===== config.mk =====
export PLATFORM = sky130hd
export DESIGN_NAME = face_tile_scheduler
export DESIGN_NICKNAME = d
export VERILOG_FILES = /design/src/rtl/face_tile_scheduler_pkg.sv /design/src/rtl/face_tile_scheduler_rr_arbiter.sv /design/src/rtl/face_tile_scheduler.sv
export SDC_FILE = /design/constraint.sdc
export NUM_CORES = 1
export LEC_CHECK = 0
export BUFFER_PORTS_ARGS = -buffer_cell sky130_fd_sc_hd__buf_2
export CORE_ASPECT_RATIO = 0.8
export CORE_UTILIZATION = 45
export CTS_CLUSTER_SIZE = 40
export DETAILED_ROUTE_END_ITERATION = 8
export HOLD_SLACK_MARGIN = 0.02
export PLACE_DENSITY = 0.69
export SLEW_MARGIN = 0
export SYNTH_ARGS = -nofsm -noshare
export SYNTH_HDL_FRONTEND = slang
export SYNTH_SLANG_ARGS = --single-unit

===== constraint.sdc =====
create_clock -name clk -period 11.6 [get_ports clk]
set_input_delay 2.9 -clock clk [delete_from_list [all_inputs] [get_ports clk]]
set_output_delay 2.9 -clock clk [all_outputs]
set_load 0.005 [all_outputs]

===== src/rtl/face_tile_scheduler_pkg.sv =====
// Shared types and defaults for the face-detection manycore frame scheduler.
package face_mc_pkg;

    localparam int NUM_CORES_DEF = 8;
    localparam int TILE_ID_W_DEF = 8;
    localparam int SIZE_W_DEF    = 32;

    typedef enum logic [1:0] {
        ST_IDLE   = 2'd0,
        ST_RUN    = 2'd1,
        ST_FINISH = 2'd2
    } sched_state_e;

    typedef logic [TILE_ID_W_DEF-1:0] tile_id_t;
    typedef logic [NUM_CORES_DEF-1:0] core_vec_t;

endpackage


===== src/rtl/face_tile_scheduler_rr_arbiter.sv =====
// Combinational round-robin arbiter: first requester at or after ptr_i wins.
module rr_arbiter_onehot #(
    parameter int NUM_CORES = 8,
    parameter int IDX_W     = (NUM_CORES > 1) ? $clog2(NUM_CORES) : 1
) (
    input  logic [NUM_CORES-1:0] req_i,
    input  logic [IDX_W-1:0]     ptr_i,
    output logic [NUM_CORES-1:0] grant_o,
    output logic [IDX_W-1:0]     grant_idx_o
);

    logic [IDX_W-1:0] idx_s;
    logic             hit_s;
    logic             taken_s;

    // scan the request vector starting at the pointer, wrapping once
    always_comb begin
        grant_o     = '0;
        grant_idx_o = '0;
        idx_s       = '0;
        hit_s       = 1'b0;
        taken_s     = 1'b0;
        for (int i = 0; i < NUM_CORES; i++) begin
            idx_s          = IDX_W'((int'(ptr_i) + i) % NUM_CORES);
            hit_s          = req_i[idx_s] & ~taken_s;
            grant_o[idx_s] = hit_s;
            grant_idx_o    = hit_s ? idx_s : grant_idx_o;
            taken_s        = taken_s | hit_s;
        end
    end

endmodule


===== src/rtl/face_tile_scheduler.sv =====
// Frame controller: hands tile IDs to free detection cores and collects their
// completion requests through a round-robin acknowledge arbiter.
module face_tile_scheduler
    import face_mc_pkg::*;
#(
    parameter int NUM_CORES = NUM_CORES_DEF,
    parameter int TILE_ID_W = TILE_ID_W_DEF,
    parameter int SIZE_W    = SIZE_W_DEF
) (
    input  logic                 clk,
    input  logic                 reset,
    input  logic                 frame_start,
    input  logic [TILE_ID_W-1:0] frame_tiles,
    input  logic [SIZE_W-1:0]    frame_size,
    output logic [NUM_CORES-1:0] core_start,
    output logic [TILE_ID_W-1:0] core_tile_id,
    output logic [SIZE_W-1:0]    core_size,
    input  logic [NUM_CORES-1:0] core_done_req,
    output logic [NUM_CORES-1:0] core_done_ack,
    output logic                 frame_busy,
    output logic                 frame_done,
    output logic [TILE_ID_W-1:0] tiles_done,
    output logic                 err_start_busy,
    output logic                 err_spurious_done
);

    localparam int IDX_W = (NUM_CORES > 1) ? $clog2(NUM_CORES) : 1;
    localparam logic [TILE_ID_W-1:0] TILE_ONE = TILE_ID_W'(1'b1);
    localparam logic [IDX_W-1:0]     IDX_ONE  = IDX_W'(1'b1);
    localparam logic [NUM_CORES-1:0] CORE_ONE = NUM_CORES'(1'b1);

    sched_state_e         state_q, state_d;
    logic [NUM_CORES-1:0] busy_q, busy_d;
    logic [NUM_CORES-1:0] hold_q, hold_d;
    logic [TILE_ID_W-1:0] next_tile_q, next_tile_d;
    logic [TILE_ID_W-1:0] tiles_done_q, tiles_done_d;
    logic [TILE_ID_W-1:0] frame_tiles_q, frame_tiles_d;
    logic [SIZE_W-1:0]    core_size_q, core_size_d;
    logic [IDX_W-1:0]     rr_ptr_q, rr_ptr_d;
    logic [NUM_CORES-1:0] core_start_q;
    logic [TILE_ID_W-1:0] core_tile_id_q, core_tile_id_d;
    logic [NUM_CORES-1:0] core_done_ack_q;
    logic                 frame_busy_q, frame_busy_d;
    logic                 frame_done_q, frame_done_d;
    logic                 err_start_busy_q, err_start_busy_d;
    logic                 err_spurious_q, err_spurious_d;

    logic [NUM_CORES-1:0] free_onehot_s;
    logic                 free_any_s;
    logic [NUM_CORES-1:0] grant_s;
    logic [IDX_W-1:0]     grant_idx_s;
    logic                 grant_any_s;
    logic [NUM_CORES-1:0] start_vec_s;
    logic [NUM_CORES-1:0] ack_vec_s;

    // Lowest clear bit of busy_q, isolated as ~x & (x+1).
    assign free_onehot_s = ~busy_q & (busy_q + CORE_ONE);
    assign free_any_s    = |free_onehot_s;
    assign grant_any_s   = |grant_s;

    rr_arbiter_onehot #(
        .NUM_CORES (NUM_CORES),
        .IDX_W     (IDX_W)
    ) u_ack_arb (
        .req_i       (core_done_req & busy_q),
        .ptr_i       (rr_ptr_q),
        .grant_o     (grant_s),
        .grant_idx_o (grant_idx_s)
    );

    // next-state, dispatch and acknowledge decisions
    always_comb begin
        state_d          = state_q;
        frame_tiles_d    = frame_tiles_q;
        core_size_d      = core_size_q;
        next_tile_d      = next_tile_q;
        tiles_done_d     = tiles_done_q;
        rr_ptr_d         = rr_ptr_q;
        start_vec_s      = '0;
        ack_vec_s        = '0;
        core_tile_id_d   = '0;
        frame_busy_d     = frame_busy_q;
        frame_done_d     = 1'b0;
        err_start_busy_d = 1'b0;
        case (state_q)
            ST_IDLE: begin
                if (frame_start) begin
                    frame_tiles_d = frame_tiles;
                    core_size_d   = frame_size;
                    tiles_done_d  = '0;
                    next_tile_d   = '0;
                    if (frame_tiles == '0) begin
                        state_d      = ST_FINISH;
                        frame_done_d = 1'b1;
                        frame_busy_d = 1'b0;
                    end else begin
                        // tile 0 goes out on the accepting edge itself
                        state_d      = ST_RUN;
                        frame_busy_d = 1'b1;
                        start_vec_s  = free_onehot_s;
                        next_tile_d  = free_any_s ? TILE_ONE : '0;
                    end
                end else begin
                    state_d = ST_IDLE;
                end
            end
            ST_RUN: begin
                err_start_busy_d = frame_start;
                if ((next_tile_q < frame_tiles_q) && free_any_s) begin
                    start_vec_s    = free_onehot_s;
                    core_tile_id_d = next_tile_q;
                    next_tile_d    = next_tile_q + TILE_ONE;
                end else begin
                    start_vec_s = '0;
                end
                if (grant_any_s) begin
                    ack_vec_s    = grant_s;
                    tiles_done_d = tiles_done_q + TILE_ONE;
                    rr_ptr_d     = (grant_idx_s == IDX_W'(NUM_CORES - 1)) ? '0 : grant_idx_s + IDX_ONE;
                    if ((tiles_done_q + TILE_ONE) == frame_tiles_q) begin
                        state_d      = ST_FINISH;
                        frame_done_d = 1'b1;
                        frame_busy_d = 1'b0;
                    end else begin
                        state_d = ST_RUN;
                    end
                end else begin
                    ack_vec_s = '0;
                end
            end
            ST_FINISH: begin
                err_start_busy_d = frame_start;
                state_d          = ST_IDLE;
            end
            default: begin
                state_d      = ST_IDLE;
                frame_busy_d = 1'b0;
            end
        endcase
        busy_d = (busy_q | start_vec_s) & ~ack_vec_s;
        // A request still held just after its ack is ignored quietly until the core is re-dispatched.
        hold_d         = ((hold_q & core_done_req) | ack_vec_s) & ~start_vec_s;
        err_spurious_d = |(core_done_req & ~busy_q & ~hold_q);
    end

    // state and registered outputs
    always_ff @(posedge clk or posedge reset) begin
        if (reset) begin
            state_q          <= ST_IDLE;
            busy_q           <= '0;
            hold_q           <= '0;
            next_tile_q      <= '0;
            tiles_done_q     <= '0;
            frame_tiles_q    <= '0;
            core_size_q      <= '0;
            rr_ptr_q         <= '0;
            core_start_q     <= '0;
            core_tile_id_q   <= '0;
            core_done_ack_q  <= '0;
            frame_busy_q     <= 1'b0;
            frame_done_q     <= 1'b0;
            err_start_busy_q <= 1'b0;
            err_spurious_q   <= 1'b0;
        end else begin
            state_q          <= state_d;
            busy_q           <= busy_d;
            hold_q           <= hold_d;
            next_tile_q      <= next_tile_d;
            tiles_done_q     <= tiles_done_d;
            frame_tiles_q    <= frame_tiles_d;
            core_size_q      <= core_size_d;
            rr_ptr_q         <= rr_ptr_d;
            core_start_q     <= start_vec_s;
            core_tile_id_q   <= core_tile_id_d;
            core_done_ack_q  <= ack_vec_s;
            frame_busy_q     <= frame_busy_d;
            frame_done_q     <= frame_done_d;
            err_start_busy_q <= err_start_busy_d;
            err_spurious_q   <= err_spurious_d;
        end
    end

    assign core_start        = core_start_q;
    assign core_tile_id      = core_tile_id_q;
    assign core_size         = core_size_q;
    assign core_done_ack     = core_done_ack_q;
    assign frame_busy        = frame_busy_q;
    assign frame_done        = frame_done_q;
    assign tiles_done        = tiles_done_q;
    assign err_start_busy    = err_start_busy_q;
    assign err_spurious_done = err_spurious_q;

endmodule


==> results.py <==
metrics = {
    "status": {
        "outcome": "finished, final reports clean",
    },
    "detailed_routing": {
        "dr.first_iter.drc_count": 589,
        "drt_wl_total_um": 19300,
        "vias_per_cell": 6.00,
        "highest-signal-layer": "met4",
        "wl_met1_um": 8960,
        "wl_per_cell_um": 20.0,
        "detail-route-antenna-nets": 0,
        "routed-via-count": 5780,
        "met3_length_um": 1540,
        "drc": 0,
        "route.met2.wl_um": 8580,
        "dr.pass1.iters": 5,
    },
    "flow_run": {
        "max_cap_viol_count": 0,
    },
    "clocking": {
        "cts_buffers": 9,
        "htree_levels": 3,
        "clk_pin_slew_ps": 70,
        "insertion_delay_ps": 350,
        "tritoncts": "yes",
        "postCtsHoldBufs": 0,
        "cts.sink_count": 105,
        "ctsLongestPathBuffers": 2,
        "cts_post_setup_buffers_inserted": 0,
        "cts-root-buf": "clkbuf_16",
        "cts_resized": 0,
    },
    "cells_and_area": {
        "layout.cells.non_filler": 963,
        "final_common_cell": "buf_2",
        "layout_common_cells": "118 x buf_2, 105 x dfrtp_1, 65 x nor2_1",
        "fin_util_pct": 54.2,
        "drive_gt1_share_pct": 27.2,
        "n_fill_cell": 1284,
        "final_nets": 849,
        "area_growth_pct": 15.9,
        "diodes": 0,
    },
    "sta": {
        "clock_skew_ps": 7.35,
        "drv_slew": 0,
        "relSlewSlack_pct": 27.4,
        "max_freq_mhz": 163,
        "whs_ps": 504,
        "tightest_slew_ps": 1090,
        "fin_crit_ps": 6120,
        "rsz0062_at_grt": "no",
        "finalSetupTns_ps": 0,
        "finalSetupViolCount": 0,
        "hold_viol_final": 0,
        "period_share_pct": 52.8,
        "fin_ws_ps": 5480,
    },
    "synthesis": {
        "synth_area_per_cell_um2": 9.54,
        "ys_seq_elements": 105,
        "synthDistinctLibCells": 74,
        "ys.flop_type": "dfrtp_1",
        "ys_seq_area_share_pct": 40.9,
        "async_reset_ff_share_pct": 100,
        "syn_area_um2": 6430,
        "syn_nets": 745,
        "synth_edf_count": 0,
        "yosys_warnings": 0,
        "postSynthCellCount": 674,
    },
    "floorplanning": {
        "core-area_um2": 13700,
        "dieArea_um2": 14800,
        "die_y_um": 109,
        "rows": 38,
        "initial_core_util_pct": 46.8,
        "pin_count": 119,
        "die_w_um": 136,
    },
    "global_route": {
        "grt_usage_pct": 26.5,
        "first_global_vias": 5383,
        "grt_max_degree": 85,
        "antenna_found_initial": 0,
        "grt_pass1_wl_um": 29700,
        "grt_overflow_total": 0,
    },
    "worst_setup_path": {
        "cp.required_ps": 11830,
        "critPathCaptureType": "flop",
        "cp.arrival_ps": 6350,
        "cp_max_fo": 24,
        "setup.worst_path.class": "primary input to flop",
        "worstSetupStartpointType": "primary input",
    },
    "power_and_ir_drop": {
        "vdd_drop_max_mv": 0.146,
        "p_leak_nw": 3.47,
        "p_per_area_nw_per_um2": 366,
    },
    "placement": {
        "port_buffers": 118,
        "gp_congestion": 0.937,
        "place_inst": 947,
        "dp_slack_ps": 5140,
        "dpl.hpwl_um": 14400,
    },
    "worst_hold_path": {
        "hold_path_class": "flop to flop",
    },
}
[cell usage after synthesis, types with 13 or more instances]
cell / n / share of area (%)
nand3_1: 27 / 2.1
and2_1: 17 / 1.7
a21oi_1: 39 / 3.0
mux2_2: 40 / 7.0
o21ai_0: 26 / 2.0
clkbuf_1: 14 / 0.82
inv_1: 26 / 1.5
nor3_1: 23 / 1.8
nor2_1: 65 / 3.8
xnor2_1: 13 / 1.8
nand2_1: 61 / 3.6
ha_1: 20 / 3.9
dfrtp_1: 105 / 41
[metrics by stage]
step	power, W	area, um^2
floorplan	0.00185	6430
global placement	0.00235	7120
detailed placement	0.00235	7120
CTS	0.00270	7450
global route	0.00291	7450
finish	0.00272	7450
[metal layers]
metal / global-route usage [%] / up-vias
li1: - / 2652
met3: 5.72 / 17
met5: 0 / -
met2: 39.5 / 252
met1: 39.3 / 2859
met4: 5.30 / 0
[flip-flops by register name (all words and copies together), names as in the netlist, 2 cells and up]
| name | count |
|---|---|
| core_size | 32 |
| busy_q | 8 |
| core_done_ack | 8 |
| core_start | 8 |
| core_tile_id | 8 |
| frame_tiles_q | 8 |
| hold_q | 8 |
| next_tile_q | 8 |
| tiles_done | 8 |
| rr_ptr_q | 3 |
| state_q | 2 |
[where the power goes]
group | total (W) | internal, W | switching [W] | leakage (nW)
Sequential | 0.000640 | 0.000516 | 0.000124 | 1.31
Clock | 0.000334 | 0.000193 | 0.000141 | 0.161
Combinational | 0.00175 | 0.000674 | 0.00108 | 2.00
Total | 0.00272 | 0.00138 | 0.00134 | 3.47
[cell type report]
cell class | instances | area [um^2] | area share [%]
timing repair buffer | 124 | 636 | 8.53
tap | 180 | 225 | 3.02
sequential | 105 | 2630 | 35.3
clock inverter | 6 | 100 | 1.34
multi-input combinational | 510 | 3530 | 47.3
inverter | 28 | 108 | 1.44
clock buffer | 10 | 229 | 3.07
[critical path, cell delays in order]
cell and delay [ps]:
buf_2 140, nand2_1 130, o21ai_2 90, mux4_2 740, nor4_2 350, buf_4 240
nand3b_2 140, nor2_1 490, nor3_1 110, a41oi_1 280, ha_1 220, ha_1 220
mux2_1 290
[path summary, 6_finish.rpt]
kind                                       start        endpoint  slack, ps  cells after the start
worst max-delay path            core_done_req[4]     rr_ptr_q[2]       5480                     13
worst min-delay path                core_size[3]    core_size[3]        500                      1
worst max register to register       rr_ptr_q[1]     rr_ptr_q[2]       6560                     13
worst min register to register      core_size[3]    core_size[3]        500                      1
max in group asynchronous                  reset       busy_q[2]       7780                      3
min in group asynchronous                  reset  next_tile_q[5]       2490                      2
[cells by family (layout without fill, tap and decap cells)]
kind of cell | Yosys count | after routing | share of synthesized area [%]
simple gates | 263 | 263 | 20.8
compound gates | 149 | 149 | 15.7
flops | 105 | 105 | 40.9
buf+inv | 59 | 168 | 4.32
mux | 56 | 56 | 11.3
xor+xnor | 22 | 22 | 3.11
fa+ha+maj | 20 | 20 | 3.89
Power figures use the tool's default switching activity.
